===== src/rtl/dmem_arb_pkg.sv =====
// Shared types, defaults and the address-range check for the data-memory arbiter.
package dmem_arb_pkg;

  typedef enum logic {IDLE, RESP} state_e;

  typedef logic port_idx_t;

  localparam logic [31:0] DMEM_BASE_ADDR_DEF = 32'h8000_0000;

  // 33-bit offset so addresses below base show up as a borrow instead of wrapping.
  function automatic logic addr_ok(input logic [31:0] addr, input logic [31:0] base,
                                   input int unsigned size);
    logic [32:0] off;
    off = {1'b0, addr} - {1'b0, base};
    return (addr[1:0] == 2'b00) && !off[32] && ({2'b00, off[31:2]} < size);
  endfunction

endpackage


===== src/rtl/rr_arb2.sv =====
// Two-way round-robin arbiter: on a tie the port that did not win last time is granted.
module rr_arb2
  import dmem_arb_pkg::*;
(
  input  logic       clk_i,
  input  logic       rst_i,
  input  logic       en_i,
  input  logic [1:0] req_i,
  output logic [1:0] gnt_o
);

  port_idx_t rr_last_q, rr_last_d;

  always_comb begin
    gnt_o     = 2'b00;
    rr_last_d = rr_last_q;
    if (en_i) begin
      if (req_i == 2'b11) begin
        gnt_o = rr_last_q ? 2'b01 : 2'b10;
      end else begin
        gnt_o = req_i;
      end
    end
    if (|gnt_o) begin
      rr_last_d = gnt_o[1];
    end
  end

  // Reset to port 1 so port 0 wins the first tie.
  always_ff @(posedge clk_i) begin
    if (rst_i) begin
      rr_last_q <= 1'b1;
    end else begin
      rr_last_q <= rr_last_d;
    end
  end

endmodule


===== src/rtl/dmem_arbiter.sv =====
// Two-port round-robin front end for the word-addressed data memory with a registered response.
// Optional grant/error counters are built when DMEM_ARB_PERF_EN is defined.
module dmem_arbiter
  import dmem_arb_pkg::*;
#(
  parameter int unsigned MEM_SIZE  = 2000,
  parameter logic [31:0] BASE_ADDR = DMEM_BASE_ADDR_DEF
) (
  input  logic        clk,
  input  logic        rst,
`ifdef DMEM_ARB_PERF_EN
  output logic [31:0] perf_grant0,
  output logic [31:0] perf_grant1,
  output logic [31:0] perf_err,
`endif
  input  logic        m0_req_valid,
  output logic        m0_req_ready,
  input  logic [31:0] m0_req_addr,
  input  logic        m0_req_we,
  input  logic [31:0] m0_req_wdata,
  output logic        m0_rsp_valid,
  input  logic        m0_rsp_ready,
  output logic [31:0] m0_rsp_rdata,
  output logic        m0_rsp_err,
  input  logic        m1_req_valid,
  output logic        m1_req_ready,
  input  logic [31:0] m1_req_addr,
  input  logic        m1_req_we,
  input  logic [31:0] m1_req_wdata,
  output logic        m1_rsp_valid,
  input  logic        m1_rsp_ready,
  output logic [31:0] m1_rsp_rdata,
  output logic        m1_rsp_err,
  output logic [31:0] mem_addr,
  output logic [31:0] mem_wdata,
  output logic        mem_we,
  input  logic [31:0] mem_rdata
);

  state_e      state_q, state_d;
  port_idx_t   owner_q, owner_d;
  logic [31:0] rdata_q, rdata_d;
  logic        err_q, err_d;

  logic [1:0]  gnt;
  logic        granted, owner_ready, can_accept, ok;
  port_idx_t   gnt_idx;
  logic [31:0] sel_addr, sel_wdata;
  logic        sel_we;

  assign owner_ready = owner_q ? m1_rsp_ready : m0_rsp_ready;
  assign can_accept  = (state_q == IDLE) || owner_ready;

  rr_arb2 u_rr_arb2 (
    .clk_i (clk),
    .rst_i (rst),
    .en_i  (can_accept && !rst),
    .req_i ({m1_req_valid, m0_req_valid}),
    .gnt_o (gnt)
  );

  assign granted   = |gnt;
  assign gnt_idx   = gnt[1];
  assign sel_addr  = gnt_idx ? m1_req_addr : m0_req_addr;
  assign sel_wdata = gnt_idx ? m1_req_wdata : m0_req_wdata;
  assign sel_we    = gnt_idx ? m1_req_we : m0_req_we;
  assign ok        = addr_ok(sel_addr, BASE_ADDR, MEM_SIZE);

  assign m0_req_ready = gnt[0];
  assign m1_req_ready = gnt[1];
  assign mem_addr     = granted ? sel_addr : '0;
  assign mem_wdata    = granted ? sel_wdata : '0;
  assign mem_we       = granted && sel_we && ok;

  always_comb begin
    state_d = state_q;
    owner_d = owner_q;
    rdata_d = rdata_q;
    err_d   = err_q;
    if (granted) begin
      // A new grant also retires the held response when the owner is ready.
      state_d = RESP;
      owner_d = gnt_idx;
      rdata_d = (!sel_we && ok) ? mem_rdata : '0;
      err_d   = !ok;
    end else if (state_q == RESP && owner_ready) begin
      state_d = IDLE;
      rdata_d = '0;
      err_d   = 1'b0;
    end
  end

  always_ff @(posedge clk) begin
    if (rst) begin
      state_q <= IDLE;
      owner_q <= 1'b0;
      rdata_q <= '0;
      err_q   <= 1'b0;
    end else begin
      state_q <= state_d;
      owner_q <= owner_d;
      rdata_q <= rdata_d;
      err_q   <= err_d;
    end
  end

  assign m0_rsp_valid = (state_q == RESP) && (owner_q == 1'b0);
  assign m1_rsp_valid = (state_q == RESP) && (owner_q == 1'b1);
  assign m0_rsp_rdata = m0_rsp_valid ? rdata_q : '0;
  assign m1_rsp_rdata = m1_rsp_valid ? rdata_q : '0;
  assign m0_rsp_err   = m0_rsp_valid && err_q;
  assign m1_rsp_err   = m1_rsp_valid && err_q;

`ifdef DMEM_ARB_PERF_EN
  logic [31:0] grant0_q, grant1_q, err_cnt_q;

  always_ff @(posedge clk) begin
    if (rst) begin
      grant0_q  <= '0;
      grant1_q  <= '0;
      err_cnt_q <= '0;
    end else begin
      if (gnt[0] && grant0_q != '1) grant0_q <= grant0_q + 32'd1;
      if (gnt[1] && grant1_q != '1) grant1_q <= grant1_q + 32'd1;
      if (granted && !ok && err_cnt_q != '1) err_cnt_q <= err_cnt_q + 32'd1;
    end
  end

  assign perf_grant0 = grant0_q;
  assign perf_grant1 = grant1_q;
  assign perf_err    = err_cnt_q;
`endif

endmodule


===== config.mk =====
export PLATFORM = sky130hd
export DESIGN_NAME = dmem_arbiter
export DESIGN_NICKNAME = d
export VERILOG_FILES = /design/src/rtl/dmem_arb_pkg.sv /design/src/rtl/rr_arb2.sv /design/src/rtl/dmem_arbiter.sv
export SDC_FILE = /design/constraint.sdc
export NUM_CORES = 1
export LEC_CHECK = 0
export ABC_AREA = 1
export CAP_MARGIN = 20
export CORE_AREA = 2 2 118 120
export DETAILED_ROUTE_END_ITERATION = 8
export DIE_AREA = 0 0 120 122
export PLACE_DENSITY = 0.67
export SYNTH_ARGS = -nofsm -noshare
export SYNTH_HDL_FRONTEND = slang
export SYNTH_HIERARCHICAL = 1
export SYNTH_SLANG_ARGS = --single-unit

===== constraint.sdc =====
create_clock -name clk -period 4.6 [get_ports clk]
set_input_delay 0.69 -clock clk [delete_from_list [all_inputs] [get_ports clk]]
set_output_delay 0.69 -clock clk [all_outputs]
set_load 0.02 [all_outputs]

* After elaboration in Yosys (flattened, before gate mapping)
Index checks and enable logic that the tools add are counted. Widths: inputs -> output; s select.
Word-level totals: logic and storage cells 46, output and inout port bits 135, bits of input ports 168, bits in registers 36
Cells by class: magnitude comparators 1, equality and inequality tests 1, bitwise logic cells 2, muxes and demuxes 17, reduce and logical (&&, ||, !) cells 19, add/subtract/negate cells 1
Operators by type and width (number):
- $mux 32 | 9
- $sub 32x32->33 const B | 1
- $lt 30x11->1 const B | 1
- $logic_and 1x1->1 | 11
- $mux 2 | 3
- $mux 1 | 5
- $logic_not 1->1 | 4
- $eq 2x2->1 const B | 1
- $logic_not 2->1 | 1
- $not 1->1 | 2
- $reduce_bool 2->1 | 1
- $reduce_or 2->1 | 1
- $logic_or 1x1->1 | 1

* Longest topological paths before layout
Gate-level depths: netlist of the first run.
depth in word-level cells 12, depth in mapped cells 20

* Hierarchy
The synthesis of the first run kept the hierarchy.
Modules (own cells, without submodules):
- dmem_arbiter | area an instance 3256.9 sq um, cells each 634, instances 1
- rr_arb2 | area an instance 71.3 sq um, cells each 12, instances 1

* Worst setup path before layout of the first run
Ideal clock, no wire load.
path type input-to-output, start in m1_rsp_ready, end out mem_we, setup slack 1.043 ns, required time 3.910 ns, arrival 2.867 ns, stages on the path 19, path through mux2_2 > or2_2 > nand2_1 > inv_1 > nand2_1 > inv_1 > nand2_2 > inv_1 > buf_6 > inv_4 > buf_6 > nand2_1 > nand2_1 > nand2_1 > nor2_1 > nand2_1 > nor2_4 > buf_4 > and3_1
Between the ends: cells in the longest elaborated chain, start to end 10, elaborated cells on any way between the ends 15, those cells by class 1 x add/sub; 1 x order compare; 4 x mux; 9 x reduce/logical
RTL lines:
- start, declared | RTL line dmem_arbiter.sv:31 | input logic m1_rsp_ready,
- $mux 1 * | RTL line dmem_arbiter.sv:51 | assign owner_ready = owner_q ? m1_rsp_ready : m0_rsp_ready;
- $logic_or 1x1->1 * | RTL line dmem_arbiter.sv:52 | assign can_accept = (state_q == IDLE) || owner_ready;
- $logic_and 1x1->1 * | RTL line dmem_arbiter.sv:57 | .en_i (can_accept && !rst),
- $mux 2 * | RTL line rr_arb2.sv:17 | if (en_i) begin
- net m1_req_ready | RTL line dmem_arbiter.sv:26 | output logic m1_req_ready,
- branches (longest 5 deep; another with $sub 32x32->33)
- $logic_and 1x1->1 * | RTL line dmem_arbiter.sv:73 | assign mem_we = granted && sel_we && ok;
- end, declared | RTL line dmem_arbiter.sv:36 | output logic mem_we,
Mark *: on every way through the listed nets, which the timed path passes.

* Final worst setup path of the first run
start in m1_rsp_ready, end out mem_addr[29]
Between the ends: cells in the longest elaborated chain, start to end 6, elaborated cells on any way between the ends 7, those cells by class 4 x mux; 3 x reduce/logical
RTL lines:
- $mux 1 * | RTL line dmem_arbiter.sv:51
- $logic_or 1x1->1 * | RTL line dmem_arbiter.sv:52
- $logic_and 1x1->1 * | RTL line dmem_arbiter.sv:57
- $mux 2 * | RTL line rr_arb2.sv:17
- $mux 32 or $reduce_or 2->1 (tied branches) | RTL line dmem_arbiter.sv:64, dmem_arbiter.sv:62
- $mux 32 * | RTL line dmem_arbiter.sv:71 | assign mem_addr = granted ? sel_addr : '0;
- end, declared | RTL line dmem_arbiter.sv:34 | output logic [31:0] mem_addr,
Mark *: on every way between the ends. The rest lies on a longest branch, timed or not.

==> run summary, run 1 <==
status - finished clean
most frequent cells in the layout - 299 x sky130_fd_sc_hd__clkdlybuf4s50_1, 201 x sky130_fd_sc_hd__nand2_1, 127 x sky130_fd_sc_hd__nor2_1
final-layout setup total negative slack - 0 ps
post-synthesis cell count - 646
clock slew seen by the registers of the worst setup and hold paths - 60 ps
slew at the pin with the worst max-slew slack - 630 ps
CTS resizes - 0
hold_buf cts - 0
final count of pins violating max slew - 0
Post-synth EDFFs - 0
list of cells traversed by the critical path - clkdlybuf4s50_1 > mux2_2 > or2_2 > nand2_1 > inv_1 > nand2_1 > inv_1 > nand2_2 > inv_2 > buf_12 > buf_6 > nor2_2 > buf_12 > a21oi_1 > clkdlybuf4s50_1
die area - 0.0146 sq mm
sequential-to-total area share from yosys stat - 21.7%
share of cells above drive strength 1 - 4.64%
height of the die - 122 um
vias - 4701
most common cell after layout, fill and taps aside - sky130_fd_sc_hd__clkdlybuf4s50_1
leakage power summed over all cells - 2.82 nW
n_diodes - 0
average wire length per cell after detail routing - 13.5 um
net count of the mapped netlist - 814
maximum fanout along the worst path - 38
number of flip-flops and latches in the synthesized netlist - 36
dominant register cell in the synthesized netlist - sky130_fd_sc_hd__dfxtp_1
number of CTS-inserted buffers - 5
CP startpoint - m1_rsp_ready
global route hottest layer - met2
CP endpoint kind - output pin
Post-Route WL - 14900 um
Floorplan Core Area - 0.0135 sq mm
total half-perimeter wirelength after legalization and detailed placement - 11900 um
TritonRoute pass-1 iters - 5
Worst-Skew Late Latency - 270 ps
number of I/O pins - 303
CTS tree - yes
Max stage delay cell, worst path - sky130_fd_sc_hd__clkdlybuf4s50_1
Routability Congestion - 0.890
post-layout minimum cycle time - 4210 ps
Worst R2R End - rdata_q[17]
Setup CP Type - input pin to output pin
Critical Path AT - 3520 ps
layout net count - 1093
initial core utilization - 24.6%
Final WS setup - 387 ps
PortBufs - 302
Worst IR Drop VDD - 0.119 mV
via density per instance - 4.25
hold violation count in the final report - 0
met1 Resource Use GR - 22.1%
worst hold-check path type - flop to flop
deepest level of the CTS H-tree - 2
via count of the first global-routing pass - 4249
Final setup viols - 0
power density over cell area - 172 mW/mm^2
CTS max path bufs - 2
Worst R2R Start - owner_q
library cells used by synthesis - 21
all-layer global routing usage - 19.2%
startpoint of the worst hold path - rdata_q[30]
die width - 120 um
Max Fclk - 237 MHz
instance count along the most critical hold path - 2
number of sinks on the clock net - 36
share of synthesized registers carrying an async set or reset - 0%
Layout Area Growth over Synthesis - 100%
Synthesis Warnings - 6
unrepaired setup endpoints after global routing - no
R2R cell count - 17
worst setup slack for register-to-register paths - 1510 ps
Place WS - 191 ps
antenna-violating nets left - 0
max_cap viols - 0
total power consumption of the routed design - 1.15 mW
GR Layer Usage met3 - 3.42%
data required time of the critical path - 3910 ps
max incr delay on CP - 670 ps
kind of start point of the critical path - input pin
initial antenna violation count - 0
met2 demand-to-capacity share in global routing - 37.2%
number of core rows - 43
remaining routing DRC violations - 0
netlist area before placement - 0.00333 sq mm
initial drt markers - 292
clock root buffer - sky130_fd_sc_hd__clkbuf_16
Post-CTS Repair Setup Buffers - 0
Fin Clk Skew - 6.10 ps
share of the clock period used by the worst path after layout - 91.6%
Relative slew margins - 57.9%
Avg Cell Area, Syn - 5.15 sq um
destination of the critical timing path - mem_addr[29]
total grt overflow - 0
largest net degree at the start of global routing - 39
wire length of the first global-routing pass - 22600 um
-- registers in the layout (all words and copies together), names as in the netlist --
register	flops
owner_q	1
rdata_q	32
err_q	1
state_q	1
u_rr_arb2/rr_last_q	1
-- layer usage --
layer / share of wire [%] / routed length [um]
met5: 0 / 0
met4: 0.81 / 121
met3: 6.4 / 958
met2: 53 / 7940
met1: 40 / 5890
-- cell usage after synthesis, types with 4 or more instances --
| library cell | n | area, sq um |
|---|---|---|
| sky130_fd_sc_hd__nand2_1 | 201 | 754 |
| sky130_fd_sc_hd__dfxtp_1 | 36 | 721 |
| sky130_fd_sc_hd__clkbuf_1 | 21 | 78.8 |
| sky130_fd_sc_hd__buf_6 | 6 | 67.6 |
| sky130_fd_sc_hd__inv_1 | 109 | 409 |
| sky130_fd_sc_hd__buf_1 | 7 | 26.3 |
| sky130_fd_sc_hd__buf_4 | 6 | 45.0 |
| sky130_fd_sc_hd__nor2_1 | 128 | 480 |
| sky130_fd_sc_hd__o21ai_1 | 4 | 20.0 |
| sky130_fd_sc_hd__a21oi_1 | 43 | 215 |
| sky130_fd_sc_hd__nand3_1 | 60 | 300 |
| sky130_fd_sc_hd__nand3_2 | 11 | 110 |
-- stage by stage --
| stage | hold WS, ps | std cells | cell area (sq um) | utilization, % |
|---|---|---|---|---|
| after CTS | 464 | 1105 | 6630 | 49.1 |
| final | 461 | 1106 | 6660 | 49.3 |
| after global routing | 481 | 1106 | 6660 | 49.3 |
| after floorplan | 444 | 646 | 3330 | - |
| after global placement | 454 | 1096 | 6460 | 47.8 |
| after detailed placement | 455 | 1097 | 6470 | 47.9 |
-- final cells by class --
class | instances | area [sq um]
clock inverters | 1 | 7.51
fillers | 1399 | 6840
clock buffers | 7 | 143
flip-flops and latches | 36 | 721
inverters | 110 | 418
multi-input cells | 457 | 1970
repair buffers | 315 | 3170
well taps | 180 | 225
-- worst min path at each step --
stage | slack, ps | end
floorplan | 440 | rdata_q[15]
global placement | 450 | rdata_q[30]
detailed placement | 460 | rdata_q[30]
CTS | 460 | rdata_q[30]
global route | 480 | rdata_q[15]
finish | 460 | rdata_q[30]
-- power by group --
| group | total [mW] | switching (mW) | internal [mW] |
|---|---|---|---|
| logic | 0.487 | 0.235 | 0.252 |
| registers | 0.317 | 0.00238 | 0.315 |
| clock network | 0.341 | 0.126 | 0.216 |
-- worst max-delay path, delay by kind of cell --
kind                   cells  cell delay [ps]
muxes                      1              190
buffers and inverters      8             2020
and+or+nand+nor            5              370
AOI/OAI and AO/OA          1              230
-- cell families after synthesis --
group                  Yosys count  synth area share [%]
and+or+nand+nor                405                  50.7
buffers and inverters          153                  19.5
AOI/OAI and AO/OA               51                  7.86
DFF                             36                  21.7
muxes                            1                 0.338
Note: power is estimated with default switching activity, not from simulation.
==> inputs of run 2 (changes only) <==
--- a/config.mk
+++ b/config.mk
@@ -5,12 +5,11 @@
 export SDC_FILE = /design/constraint.sdc
 export NUM_CORES = 1
 export LEC_CHECK = 0
-export ABC_AREA = 1
 export CAP_MARGIN = 20
 export CORE_AREA = 2 2 118 120
 export DETAILED_ROUTE_END_ITERATION = 8
 export DIE_AREA = 0 0 120 122
-export PLACE_DENSITY = 0.67
+export REMOVE_ABC_BUFFERS = 1
 export SYNTH_ARGS = -nofsm -noshare
 export SYNTH_HDL_FRONTEND = slang
 export SYNTH_HIERARCHICAL = 1
==> run 2 against run 1 <==
Net effect: core utilization down 2.6 points; register-to-register slack better by 270 ps; clock power down 1%; non-clock buffer count up 1; total power down 4.2%; hold slack better by 12 ps; largest cell class unchanged.
==> run summary, run 2 <==
status - finished clean
share of synthesized area spent on multiplexers - 1.48%
layout net count - 818
Synthesis Warnings - 6
Net Sw Power - 0.337 mW
Post-synth EDFFs - 0
die width - 120 um
Layout Area Growth over Synthesis - 113%
Setup CP Type - input pin to output pin
Critical Path AT - 3480 ps
fraction of synthesized cell area taken by the top area cell type - 24.3%
total power consumption of the routed design - 1.10 mW
number of flip-flops and latches in the synthesized netlist - 36
Synth Area in Simple Gates - 30.8%
internal power of the cells - 0.760 mW
Design Area, Final - 0.00630 sq mm
final count of pins violating max slew - 0
initial antenna violation count - 0
initial drt markers - 178
Fin Clk Skew - 1.54 ps
hold_buf cts - 0
top layer in use - met4
n_diodes - 0
total half-perimeter wirelength after legalization and detailed placement - 12700 um
number of CTS-inserted buffers - 5
Max Fclk - 240 MHz
number of fill cells - 1319
most frequent cells in the layout - 299 x sky130_fd_sc_hd__clkdlybuf4s50_1, 55 x sky130_fd_sc_hd__a22o_1, 53 x sky130_fd_sc_hd__nand2_1
Worst IR Drop VDD - 0.168 mV
worst setup slack for register-to-register paths - 1780 ps
list of cells traversed by the critical path - clkdlybuf4s50_1 > mux2i_1 > a21oi_1 > nand2_1 > a21oi_1 > inv_1 > nor2_4 > buf_12 > a22o_1 > clkdlybuf4s50_1
Avg Cell Area, Syn - 8.05 sq um
remaining routing DRC violations - 0
via count of the first global-routing pass - 3921
clock slew seen by the registers of the worst setup and hold paths - 60 ps
Relative slew margins - 62.4%
average wire length per cell after detail routing - 18.8 um
kind of start point of the critical path - input pin
combinational fraction of design power - 40.3%
Clock Power Share - 30.7%
main area contributors after synthesis - sky130_fd_sc_hd__dfxtp_1 24%, sky130_fd_sc_hd__a22o_1 16%, sky130_fd_sc_hd__o31ai_2 13%
register ranked first by flip-flop count - rdata_q
hold violation count in the final report - 0
deepest level of the CTS H-tree - 2
Post-Route WL - 15600 um
dominant combinational cell family by area after synthesis - compound AO/OA/AOI/OAI gates
number of core rows - 43
CTS tree - yes
Final setup viols - 0
initial core utilization - 21.9%
Worst-Skew Late Latency - 280 ps
Post-CTS Repair Setup Buffers - 0
multi-input combinational cell area - 0.00205 sq mm
number of I/O pins - 303
Floorplan Core Area - 0.0135 sq mm
CTS resizes - 0
Worst R2R Start - owner_q
die area - 0.0146 sq mm
Routability Congestion - 0.846
wire length of the first global-routing pass - 22700 um
sequential power share - 28.9%
netlist area before placement - 0.00296 sq mm
sequential-to-total area share from yosys stat - 24.3%
Max stage delay cell, worst path - sky130_fd_sc_hd__clkdlybuf4s50_1
worst hold-check path type - flop to flop
largest net degree at the start of global routing - 61
share of the clock period used by the worst path after layout - 90.6%
post-layout minimum cycle time - 4170 ps
post-synthesis cell count - 368
clock root buffer - sky130_fd_sc_hd__clkbuf_16
antenna-violating nets left - 0
post-route met1 wirelength - 5600 um
post-place instance area - 0.00614 sq mm
destination of the critical timing path - mem_addr[0]
leakage power summed over all cells - 2.33 nW
Worst R2R End - rdata_q[21]
sequential cell area - 721 sq um
Post-Synth Adder-Cell Area - 0%
unrepaired setup endpoints after global routing - no
CP endpoint kind - output pin
max incr delay on CP - 660 ps
library cells used by synthesis - 34
biggest area consumer among synthesized cells - sky130_fd_sc_hd__dfxtp_1
list of most frequent post-synthesis cells - 55 x sky130_fd_sc_hd__a22o_1, 53 x sky130_fd_sc_hd__nand2_1, 36 x sky130_fd_sc_hd__dfxtp_1
share of cells above drive strength 1 - 10.3%
PortBufs - 302
most common cell after layout, fill and taps aside - sky130_fd_sc_hd__clkdlybuf4s50_1
slew at the pin with the worst max-slew slack - 562 ps
via density per instance - 4.79
wire length on met2 - 8340 um
share of synthesized registers carrying an async set or reset - 0%
total grt overflow - 0
R2R cell count - 10
TritonRoute pass-1 iters - 4
WL met3 - 1460 um
CTS max path bufs - 2
Core Util, Final - 46.7%
max_cap viols - 0
all-layer global routing usage - 20.2%
vias - 3984
number of sinks on the clock net - 36
dominant register cell in the synthesized netlist - sky130_fd_sc_hd__dfxtp_1
switching portion of total power - 30.7%
xor/xnor share of the synthesized area - 0%
Largest register FFs - 32
most frequently used cell type in the post-synthesis netlist - sky130_fd_sc_hd__a22o_1
height of the die - 122 um
power density over cell area - 174 mW/mm^2
maximum fanout along the worst path - 55
CP startpoint - m1_rsp_ready
Synth Area in Compound Gates - 35.8%
data required time of the critical path - 3910 ps
## run 2: how the worst min path moves through the flow
stage                           start          end  slack [ps]  cells past startpoint
after floorplan           rdata_q[15]  rdata_q[15]         430                      2
after global placement    rdata_q[18]  rdata_q[18]         450                      2
after detailed placement  rdata_q[16]  rdata_q[16]         460                      2
after CTS                 rdata_q[16]  rdata_q[16]         470                      2
after global routing      rdata_q[18]  rdata_q[18]         490                      2
final                     rdata_q[16]  rdata_q[16]         470                      2
## run 2: logic make-up after synthesis
kind of cell           after synthesis
and+or+nand+nor                    173
AOI/OAI and AO/OA                  111
buffers and inverters               44
DFF                                 36
muxes                                4
## run 2: power groups by stage
stage	registers [mW]	clock network (mW)	logic (mW)
after global routing	0.317	0.360	0.466
final	0.317	0.337	0.443
after global placement	0.324	0	0.439
after floorplan	0.329	0	0.149
after detailed placement	0.324	0	0.443
after CTS	0.317	0.344	0.445
## run 2: layout make-up
class | count | share of cell area [%]
inverters | 3 | 0.179
multi-input cells | 288 | 32.5
well taps | 180 | 3.57
clock inverters | 3 | 0.298
repair buffers | 316 | 50.0
flip-flops and latches | 36 | 11.4
clock buffers | 5 | 1.98
## run 2: metal layers
metal	vias up	GRT usage [%]
li1	1942	-
met2	195	39.1
met4	0	4.34
met5	-	0
met1	1836	20.8
met3	11	6.93
## run 2: worst max-delay path, delay by kind of cell
kind            cells  cell delay (ps)
mux                 1              100
compound gates      3              850
buf+inv             4             1570
simple gates        2              250
## run 2: through the flow
| stage | hold slack [ps] | setup WS (ps) | TNS, ps | instances |
|---|---|---|---|---|
| floorplan | 431 | -3290 | -282480 | 327 |
| global placement | 454 | 482 | 0 | 822 |
| detailed placement | 461 | 445 | 0 | 822 |
| CTS | 470 | 434 | 0 | 830 |
| global route | 491 | 153 | 0 | 831 |
| finish | 473 | 431 | 0 | 831 |
